### config.mk
export PLATFORM = sky130hd
export DESIGN_NAME = conv_encoder
export DESIGN_NICKNAME = d
export VERILOG_FILES = /design/src/rtl/viterbi_pkg.sv /design/src/rtl/conv_enc_core.sv /design/src/rtl/conv_encoder.sv
export SDC_FILE = /design/constraint.sdc
export NUM_CORES = 1
export LEC_CHECK = 0
export ABC_CLOCK_PERIOD_IN_PS = 1900
export CAP_MARGIN = 20
export CORE_ASPECT_RATIO = 1.5
export CORE_MARGIN = 5
export CORE_UTILIZATION = 40
export CTS_CLUSTER_SIZE = 20
export DETAILED_ROUTE_END_ITERATION = 8
export GPL_TIMING_DRIVEN = 0
export HOLD_SLACK_MARGIN = 0.12
export PLACE_DENSITY_LB_ADDON = 0.08
export REMOVE_ABC_BUFFERS = 1
export SLEW_MARGIN = 20
export SYNTH_ARGS = -nofsm -noshare
export SYNTH_HDL_FRONTEND = slang
export SYNTH_SLANG_ARGS = --single-unit
### constraint.sdc
create_clock -name clk_i -period 1.9 [get_ports clk_i]
set_clock_uncertainty 0.05 [all_clocks]
set_input_delay 0.19 -clock clk_i [delete_from_list [all_inputs] [get_ports clk_i]]
set_output_delay 0.19 -clock clk_i [all_outputs]
set_load 0.01 [all_outputs]
### src/rtl/viterbi_pkg.sv
// viterbi_pkg: shared K=3 rate-1/2 code constants (K, G0, G1, NUM_STATES) and the encoder FSM state encoding
package viterbi_pkg;
    localparam int K = 3;
    localparam logic [2:0] G0 = 3'b111;
    localparam logic [2:0] G1 = 3'b101;
    localparam int NUM_STATES = 4;
    typedef enum logic [1:0] {IDLE, DATA, TAIL1, TAIL2} enc_state_e;
endpackage

### src/rtl/conv_enc_core.sv
// conv_enc_core: combinational trellis step; inputs state={s1,s0} and bit u, outputs next_state={u,s1} and code bits c0 (G0), c1 (G1)
module conv_enc_core
    import viterbi_pkg::*;
(
    input  logic [1:0] state,
    input  logic       u,
    output logic [1:0] next_state,
    output logic       c0,
    output logic       c1
);
    logic [K-1:0] r;
    assign r = {u, state};
    assign c0 = ^(r & G0);
    assign c1 = ^(r & G1);
    assign next_state = {u, state[1]};
endmodule

### src/rtl/conv_encoder.sv
// conv_encoder: framed K=3 rate-1/2 encoder; bits in via in_valid_i/in_bit_i/in_last_i/in_ready_o, symbols out via sym_valid_o/sym_o/sym_last_o/sym_ready_i, plus busy_o and sym_cnt_o frame status
module conv_encoder
    import viterbi_pkg::*;
#(
    parameter int TAIL_EN = 1,
    parameter int CNT_W = 16
) (
    input  logic             clk_i,
    input  logic             rst_n_i,
    input  logic             in_valid_i,
    input  logic             in_bit_i,
    input  logic             in_last_i,
    output logic             in_ready_o,
    output logic             sym_valid_o,
    output logic [1:0]       sym_o,
    output logic             sym_last_o,
    input  logic             sym_ready_i,
    output logic             busy_o,
    output logic [CNT_W-1:0] sym_cnt_o
);
    enc_state_e st;
    logic [1:0] s, s_nxt;
    logic c0, c1, load_ok, tail_st, accept, tail_step, u, cons, frame_end, clr_pend;
    assign load_ok = !sym_valid_o || sym_ready_i;
    assign tail_st = (st == TAIL1) || (st == TAIL2);
    assign in_ready_o = load_ok && !tail_st;
    assign accept = in_valid_i && in_ready_o;
    assign tail_step = load_ok && tail_st;
    assign u = accept && in_bit_i;
    assign cons = sym_valid_o && sym_ready_i;
    // the symbol that closes the frame: TAIL2 with a tail, the last data bit without one
    assign frame_end = (tail_step && st == TAIL2) || (accept && in_last_i && TAIL_EN == 0);
    conv_enc_core u_core (
        .state(s),
        .u(u),
        .next_state(s_nxt),
        .c0(c0),
        .c1(c1)
    );
    always_ff @(posedge clk_i or negedge rst_n_i) begin
        if (!rst_n_i) begin
            st <= IDLE;
            s <= 2'b00;
            sym_valid_o <= 1'b0;
            sym_o <= 2'b00;
            sym_last_o <= 1'b0;
            busy_o <= 1'b0;
            sym_cnt_o <= '0;
            clr_pend <= 1'b0;
        end else begin
            if (accept || tail_step) begin
                s <= frame_end ? 2'b00 : s_nxt;
                sym_o <= {c0, c1};
                sym_valid_o <= 1'b1;
                sym_last_o <= frame_end;
            end else if (sym_ready_i) begin
                sym_valid_o <= 1'b0;
                sym_last_o <= 1'b0;
            end
            st <= accept ? (in_last_i ? (TAIL_EN != 0 ? TAIL1 : IDLE) : DATA)
                : tail_step ? (st == TAIL1 ? TAIL2 : IDLE) : st;
            busy_o <= accept || (busy_o && !(cons && sym_last_o));
            // the final count stays visible for one cycle before clearing
            clr_pend <= cons && sym_last_o;
            sym_cnt_o <= (clr_pend ? '0 : sym_cnt_o) + CNT_W'(cons);
        end
    end
endmodule

==> results of run 1 <==
-- cells in the mapped netlist --
library cell | number | share of area, %
xor3_1 | 1 | 1.8
o22ai_1 | 1 | 0.49
nor4_1 | 3 | 1.5
nand2_1 | 12 | 3.5
clkbuf_1 | 4 | 1.2
a31oi_1 | 5 | 2.4
and2_1 | 1 | 0.49
nand3b_1 | 1 | 0.58
nand3_1 | 8 | 3.1
or3_1 | 3 | 1.5
buf_2 | 2 | 0.78
o21ai_0 | 9 | 3.5
nand3_2 | 1 | 0.78
and4_1 | 1 | 0.68
xor2_1 | 3 | 2.0
nand4_1 | 1 | 0.49
dfrtp_1 | 26 | 50
nand4b_1 | 2 | 1.4
nand2b_1 | 4 | 1.9
nor2_1 | 15 | 4.4
nor3_1 | 2 | 0.78
a21oi_1 | 4 | 1.6
or2b_1 | 1 | 0.58
o211ai_1 | 1 | 0.58
ha_1 | 2 | 1.9
nor2b_1 | 8 | 3.9
inv_1 | 2 | 0.58
and3_1 | 1 | 0.49
xnor2_1 | 9 | 6.1
or4_1 | 1 | 0.58
-- sequential cells by signal (all words and copies together), names as in the netlist --
signal and flops:
sym_cnt_o 16, s 2, st 2, sym_o 2, busy_o 1, clr_pend 1
sym_last_o 1, sym_valid_o 1
-- logic make-up after synthesis --
group / count (synthesis)
AO/OA/AOI/OAI: 20
XOR/XNOR: 13
buffers and inverters: 8
AND/OR/NAND/NOR: 65
flip-flops: 26
adder cells (fa/ha/maj): 2
-- stage by stage --
| step | worst slack, ns | hold slack (ns) |
|---|---|---|
| detailed placement | -0.563 | 0.175 |
| finish | -0.0159 | 0.390 |
| floorplan | -0.100 | -0.156 |
| global placement | -0.524 | 0.418 |
| CTS | -0.0518 | 0.378 |
| global route | -0.142 | 0.390 |
-- cell type report --
class,instances,area [um^2],share of cell area [%]
Inverter,2,7.51,0.430
Timing Repair Buffer,33,314,18.0
Clock buffer,3,41.3,2.37
Tap cell,40,50.0,2.87
Multi-Input combinational cell,100,651,37.3
Clock inverter,1,30.0,1.72
Sequential cell,26,652,37.3
-- path summary, 6_finish.rpt --
path / startpoint / cells past startpoint / end
max: clr_pend / 6 / sym_cnt_o[13]
min: rst_n_i / 2 / sym_cnt_o[10]
max reg2reg: clr_pend / 6 / sym_cnt_o[13]
min reg2reg: sym_o[1] / 2 / sym_o[1]
max in group asynchronous: rst_n_i / 2 / clr_pend
min in group clk_i: sym_ready_i / 2 / clr_pend
-- metal layers --
metal | routed length [um] | share of wire [%] | up-vias
li1 | - | - | 523
met5 | 0 | 0 | -
met2 | 1640 | 56 | 30
met1 | 1090 | 37 | 544
met4 | 40 | 1.4 | 0
met3 | 173 | 5.9 | 4
-- what timing repair did --
item / in CTS / in global routing
endpoints found under the setup margin: 9 / 9
hold endpoints to repair: 26 / 0
hold buffers: 1 / 0
setup buffers: 5 / 0
pin swaps: 1 / 1
gates resized for setup: 4 / 8
-- power by group through the flow --
stage	Combinational (mW)	Clock (mW)	Sequential [mW]
finish	0.674	0.452	0.851
global placement	0.597	0	0.881
CTS	0.680	0.465	0.850
floorplan	0.290	0	0.887
detailed placement	0.615	0	0.884
global route	0.751	0.486	0.877
==> results.md, run 1 <==
- P_sw: 0.624 mW
- Layout fillers: a little over 300
- Total Wirelength: 2940 um
- Post-Synth Simple-Gate Area: 26.5%
- Netlist Area Pre-Place: 1290 um^2
- Largest family of logic cells by synthesized area: simple AND/OR/NAND/NOR gates
- PnR Total Power: 1.98 mW
- Crit path required time: 2.04 ns
- Final setup viols: 3
- CTS max path bufs: 2
- Max cap viols: 0
- CP cell instances: nor2b_1 -> ha_2 -> nand4b_1 -> or4_4 -> or3_1 -> a21oi_1
- Largest net degree at the start of global routing: 27
- DRT antenna net count: 0
- Via count: 1,101
- Slowest-stage cell, CP: or4_4
- Met3 Use GR: 2.75%
- Syn avg cell area: 9.62 um^2
- GRT overflow: 0
- Root Buffer Master: clkbuf_8
- First-pass GRT wire length: between 4000 and 5000 um
- Share of cells above drive strength 1: 12.7%
- TNS Setup: -0.0336 ns
- Mux cell area share after synthesis: 0%
- Fin area: 1750 um^2
- Crit-path max cell delay: 0.47 ns
- Slew Limit Headroom: 61.2%
- Die area: 4480 um^2
- Die H: 79.5 um
- Hold WC Path Type: input pin to async pin
- Yosys warns: 0
- Vias in the first global route: 1,158
- Part of the power in combinational logic: 34.1%
- Synth Instances: 134
- P_int: 1.35 mW
- Cell Rows: 25
- Tot GR Track Use: 14.1%
- GPL Wtd Cong: 0.717
- Count of different cell masters after synthesis: 30
- Routed WL per cell: ~14 um
- Worst skew pair latency: 0.27 ns
- Inserted Diodes: 0
- Maximum fanout along the worst path: 7
- Unrepaired setup endpoints after global routing: yes
- Synth Area in Compound Gates: 8.54%
- Leakage Power: 0.701 nW
- Met2 usage: 26.6%
- Placed Cells: 195
- GRT Max-Usage Layer: met2
- Slew Viols, Final: 0
- Outcome: complete, but fails checks
- Post-Synth Adder-Cell Area: 1.94%
- Clk sinks: 26
- Met1 GRT Util: 14.0%
- I/O pins: 28
- Reg2reg setup slack: -0.02 ns
- Worst setup SP type: flop
- Core Box Area: 3130 um^2
- Crit end category: flop
- Worst IR Drop VDD: between 0.7 and 0.8 mV
- Non-Filler Instances: 205
- Critical path type: flop to flop
- Fmax achieved: 0.522 GHz
- Vias per cell: roughly 5.4
- Sequential Power Share: 43.1%
- Setup ws final: -0.0159 ns
- Most common cell after layout, fill and taps aside: dfrtp_1
- Die X-Extent: 56.3 um
- Number of buffers created by CTS: 3
- Dpl hpwl: approximately 2000 um
- Pwr Density: 1130 nW/um^2
- Most frequent cells in the layout: dfrtp_1, clkdlybuf4s50_1, nor2_1
- Layout net count: 174
- DP Area: 1580 um^2
- Sw Share: 31.6%
- Initial antenna violation count: 0
- Area Overhead vs Synth: 35.4%
- Final Cycle Share: 101%
- Final core occ: between 50% and 60%
- Clock power frac: a little under a quarter
- Initial Util: 41.2%
- DR iter-0 viols: 13
- Pre-Repair DR Iteration Count: 4
- CP top delay family: simple AND/OR/NAND/NOR gates
- Final Hold Viols: 0
- Minimum clock period: around 1.9 ns
- H-tree Lvls: 1
- Failing checks: setup timing
- Measured slew at the worst slew-check pin: 0.581 ns
- CTS tree: yes
- Worst-path clk slew: 0.10 ns
- # DRC: 0
- Seq cells post-synth: 26
- Synth Area in XOR/XNOR: under 10%
- WP buf/inv: 0
- # port buffers: 27
- Critical path arrival: 2.05 ns
- Sequential area share after synthesis: between 50 and 60%
Power figures use the tool's default switching activity.
==> run 2: changes to the inputs <==
MAX_ROUTING_LAYER = met4   (was unset)
==> results.md, run 2 (synthesis gave the netlist of run 1 again) <==
- Area Overhead vs Synth: 35.4%
- Maximum fanout along the worst path: 7
- Measured slew at the worst slew-check pin: slightly below 0.6 ns
- Hold WC Path Type: input pin to async pin
- Crit end category: flop
- Min Hold Slack: 0.390 ns
- Via count: 1,100
- Tot GR Track Use: 14.5%
- Failing checks: setup timing
- H-tree Lvls: 1
- Most common cell after layout, fill and taps aside: dfrtp_1
- Die X-Extent: 56.3 um
- Leakage Power: approximately 0.7 nW
- Total Wirelength: 2920 um
- # DRC: 0
- Worst skew pair latency: roughly 0.27 ns
- Die area: 4480 um^2
- Worst setup SP type: flop
- PnR Total Power: 1.98 mW
- Register with the most flip-flops: sym_cnt_o
- Final Cycle Share: 101%
- Inserted Diodes: 0
- Fmax achieved: 0.520 GHz
- Die H: 79.5 um
- Unrepaired setup endpoints after global routing: yes
- Vias in the first global route: 1,155
- Routed WL per cell: 14.2 um
- Number of buffers created by CTS: 3
- Slew Limit Headroom: between 60% and 70%
- # port buffers: 27
- Most frequent cells in the layout: dfrtp_1, clkdlybuf4s50_1, nor2_1
- Minimum clock period: 1.92 ns
- Max cap viols: 0
- GPL Wtd Cong: 0.725
- Initial antenna violation count: 0
- Slew Viols, Final: 0
- Max reg flops: 16
- Cell Rows: 25
- Final setup viols: 3
- Largest net degree at the start of global routing: 27
- Layout net count: 174
- Share of cells above drive strength 1: between 10% and 20%
- Outcome: complete, but fails checks
- Worst IR Drop VDD: 0.786 mV
- Critical path type: flop to flop
- CTS max path bufs: 2
- Crit path required time: 2.04 ns
- GRT overflow: 0
- Core Box Area: roughly 3100 um^2
- I/O pins: 28
- Setup ws final: -0.0223 ns
- Pwr Density: 1130 nW/um^2
- Vias per cell: between 5 and 6
- TNS Setup: -0.0544 ns
- Dpl hpwl: 2030 um
- Critical path arrival: 2.06 ns
- DRT antenna net count: 0
- Worst-path clk slew: 0.10 ns
- CTS tree: yes
- DR iter-0 viols: 11
- Initial Util: 41.2%
- Root Buffer Master: clkbuf_8
- First-pass GRT wire length: 5000 um
- Clk sinks: 26
- Pre-Repair DR Iteration Count: 4
- Final Hold Viols: 0
run 2: worst max-delay path, stage by stage, from the launching register on:
cell and delay, ns:
dfrtp_2 0.42, nor2b_1 0.12, ha_2 0.21, nand4b_1 0.11
or4_4 0.47, or3_1 0.32, a21oi_1 0.15
run 2: area by class of cell:
type	instances	area, um^2
clock inverter	1	30.0
sequential	26	652
multi-input combinational	100	651
inverter	2	7.51
clock buffer	3	41.3
fill	303	1380
timing repair buffer	33	314
tap	40	50.0
run 2: what timing repair did:
item	CTS	global route
hold buffers	1	0
endpoints found under the setup margin	9	9
pin swaps	1	1
resized for setup	4	8
endpoints found under the hold margin	26	0
setup buffers	5	0
run 2: power by group:
group | leakage, nW | switching (mW) | total, mW | internal, mW
clock network | 0.0357 | 0.169 | 0.451 | 0.282
logic | 0.325 | 0.294 | 0.674 | 0.379
registers | 0.340 | 0.159 | 0.851 | 0.692
run 2: worst paths after layout:
check	start	end	depth (start not counted)	slack (ns)
worst max-delay path	clr_pend	sym_cnt_o[13]	6	-0.02
min in group clk_i	sym_ready_i	clr_pend	2	0.39
max in group asynchronous	rst_n_i	clr_pend	2	0.98
worst max register to register	clr_pend	sym_cnt_o[13]	6	-0.02
worst min register to register	sym_o[1]	sym_o[1]	2	0.44
worst min-delay path	rst_n_i	sym_cnt_o[10]	2	0.39
run 2: routing by layer:
layer / global-route usage (%) / vias to the layer above / wire length (um)
li1: - / 524 / -
met1: 14.2 / 542 / 1080
met2: 26.6 / 30 / 1640
met3: 2.43 / 4 / 160
met4: 8.55 / 0 / 40
met5: - / - / 0
run 2: through the flow:
step / area [um^2] / util (%) / std cells / setup slack [ns]
6_report: 1750 / 55.8 / 205 / -0.0223
3_5_place_dp: 1580 / 50.5 / 195 / -0.563
3_3_place_gp: 1580 / 50.6 / 195 / -0.524
5_1_grt: 1750 / 55.8 / 205 / -0.142
4_1_cts: 1700 / 54.5 / 205 / -0.0518
2_1_floorplan: 1260 / - / 128 / -0.100
==> run 3: changes to the inputs <==
HOLD_SLACK_MARGIN = unset   (was 0.12)
PLACE_DENSITY = 0.65   (was unset)
PLACE_DENSITY_LB_ADDON = unset   (was 0.08)
==> results.md, run 3 (synthesis gave the netlist of run 1 again) <==
- Fmax achieved: 0.521 GHz
- Min Hold Slack: 0.374 ns
- Max cap viols: 0
- Measured slew at the worst slew-check pin: a little under 0.6 ns
- Most frequent cells in the layout: dfrtp_1, clkdlybuf4s50_1, nor2_1
- Vias per cell: 5.16
- Failing checks: setup timing
- Critical path type: flop to flop
- Clock power frac: 16.7%
- Die X-Extent: 56.3 um
- Via count: 1,048
- Final Hold Viols: 0
- Crit end category: flop
- Slew Limit Headroom: 60.8%
- Number of buffers created by CTS: 3
- PnR Total Power: around 1.8 mW
- P_sw: 0.610 mW
- Leakage Power: 0.678 nW
- I/O pins: 28
- Core Box Area: 3130 um^2
- CTS max path bufs: 2
- Minimum clock period: 1.92 ns
- Unrepaired setup endpoints after global routing: yes
- Sw Share: between 30% and 40%
- Dpl hpwl: about 2000 um
- Root Buffer Master: clkbuf_8
- Crit path required time: just over 2 ns
- Maximum fanout along the worst path: 7
- Worst setup SP type: flop
- Slowest-stage cell, CP: or4_4
- # DRC: 0
- Clk sinks: 26
- Die H: 79.5 um
- CP cell instances: nor2b_1 -> ha_2 -> nand4b_1 -> or4_4 -> or3_1 -> a21oi_1
- Pre-Repair DR Iteration Count: 4
- Pwr Density: 1080 nW/um^2
- Worst-path clk slew: about 0.09 ns
- Tot GR Track Use: a little over an eighth
- H-tree Lvls: 1
- GRT overflow: 0
- DRT antenna net count: 0
- Outcome: complete, but fails checks
- Part of the power in combinational logic: 36.4%
- Setup ws final: -0.0195 ns
- P_int: 1.21 mW
- Inserted Diodes: 0
- Worst skew pair latency: about 0.26 ns
- Cell Rows: 25
- Sequential Power Share: 47.0%
- Share of cells above drive strength 1: 8.59%
- Crit-path max cell delay: 0.47 ns
- Most common cell after layout, fill and taps aside: dfrtp_1
- GPL Wtd Cong: roughly 0.73
- Final core occ: 53.7%
- Slew Viols, Final: 0
- DR iter-0 viols: 17
- Final setup viols: 1
- Layout net count: 173
- Vias in the first global route: 1,074
- Routed WL per cell: 13.6 um
- # port buffers: 27
- Hold WC Path Type: input pin to flop
- Total Wirelength: around 2800 um
- Initial Util: 41.2%
- TNS Setup: -0.0195 ns
- Worst IR Drop VDD: around 0.66 mV
- Die area: 4480 um^2
- Placed Cells: slightly below 200
- Layout fillers: 299
- Final Cycle Share: 101%
- First-pass GRT wire length: 4650 um
- Largest net degree at the start of global routing: 27
- CTS tree: yes
- Register with the most flip-flops: sym_cnt_o
- Max reg flops: 16
- Initial antenna violation count: 0
- Area Overhead vs Synth: 30.4%
- Critical path arrival: 2.06 ns
- Non-Filler Instances: 203
==> run 3: what timing repair did <==
item | 4_1_cts | 5_1_grt
hold buffers | 1 | 0
endpoints found under the setup margin | 8 | 8
hold endpoints to repair | 26 | 0
resized for setup | 4 | 3
pin swaps | 1 | 1
setup buffers | 4 | 0
==> run 3: worst max-delay path, delay by kind of cell (launching register included) <==
| kind | cells | cell delay [ns] |
|---|---|---|
| AO/OA/AOI/OAI | 1 | 0.16 |
| AND/OR/NAND/NOR | 4 | 1.03 |
| flip-flops | 1 | 0.41 |
| adder cells (fa/ha/maj) | 1 | 0.21 |
==> run 3: layout make-up <==
cell class | count | area [um^2] | area share [%]
inverter | 2 | 7.51 | 0.447
tap | 40 | 50.0 | 2.98
clock buffer | 3 | 41.3 | 2.46
sequential | 26 | 652 | 38.8
multi-input combinational | 100 | 623 | 37.1
timing repair buffer | 32 | 307 | 18.2
==> run 3: final timing paths <==
check / slack, ns / cells past startpoint / startpoint / to
setup / recovery: -0.02 / 6 / clr_pend / sym_cnt_o[15]
hold / removal: 0.37 / 2 / sym_ready_i / clr_pend
setup reg to reg: -0.02 / 6 / clr_pend / sym_cnt_o[15]
hold reg to reg: 0.46 / 2 / sym_o[1] / sym_o[1]
max in group asynchronous: 0.98 / 2 / rst_n_i / clr_pend
min in group asynchronous: 0.40 / 2 / rst_n_i / sym_cnt_o[11]
==> run 3: metal layers <==
layer,up-vias,track usage (%),wire (um)
met3,2,2.10,136
met5,-,-,0
li1,519,-,-
met1,501,14.3,1100
met4,0,4.04,14
met2,26,24.9,1510
==> run 3: through the flow <==
stage | setup slack, ns | cell area, um^2
after CTS | -0.0345 | 1670
after global placement | -0.485 | 1580
after global routing | -0.118 | 1680
final | -0.0195 | 1680
after floorplan | -0.100 | 1260
after detailed placement | -0.544 | 1580
==> run 3: power by group through the flow <==
stage	sequential, mW	combinational (mW)	clock [mW]
CTS	0.856	0.675	0.318
global route	0.885	0.736	0.340
global placement	0.883	0.594	0
floorplan	0.887	0.290	0
detailed placement	0.888	0.609	0
finish	0.856	0.662	0.304
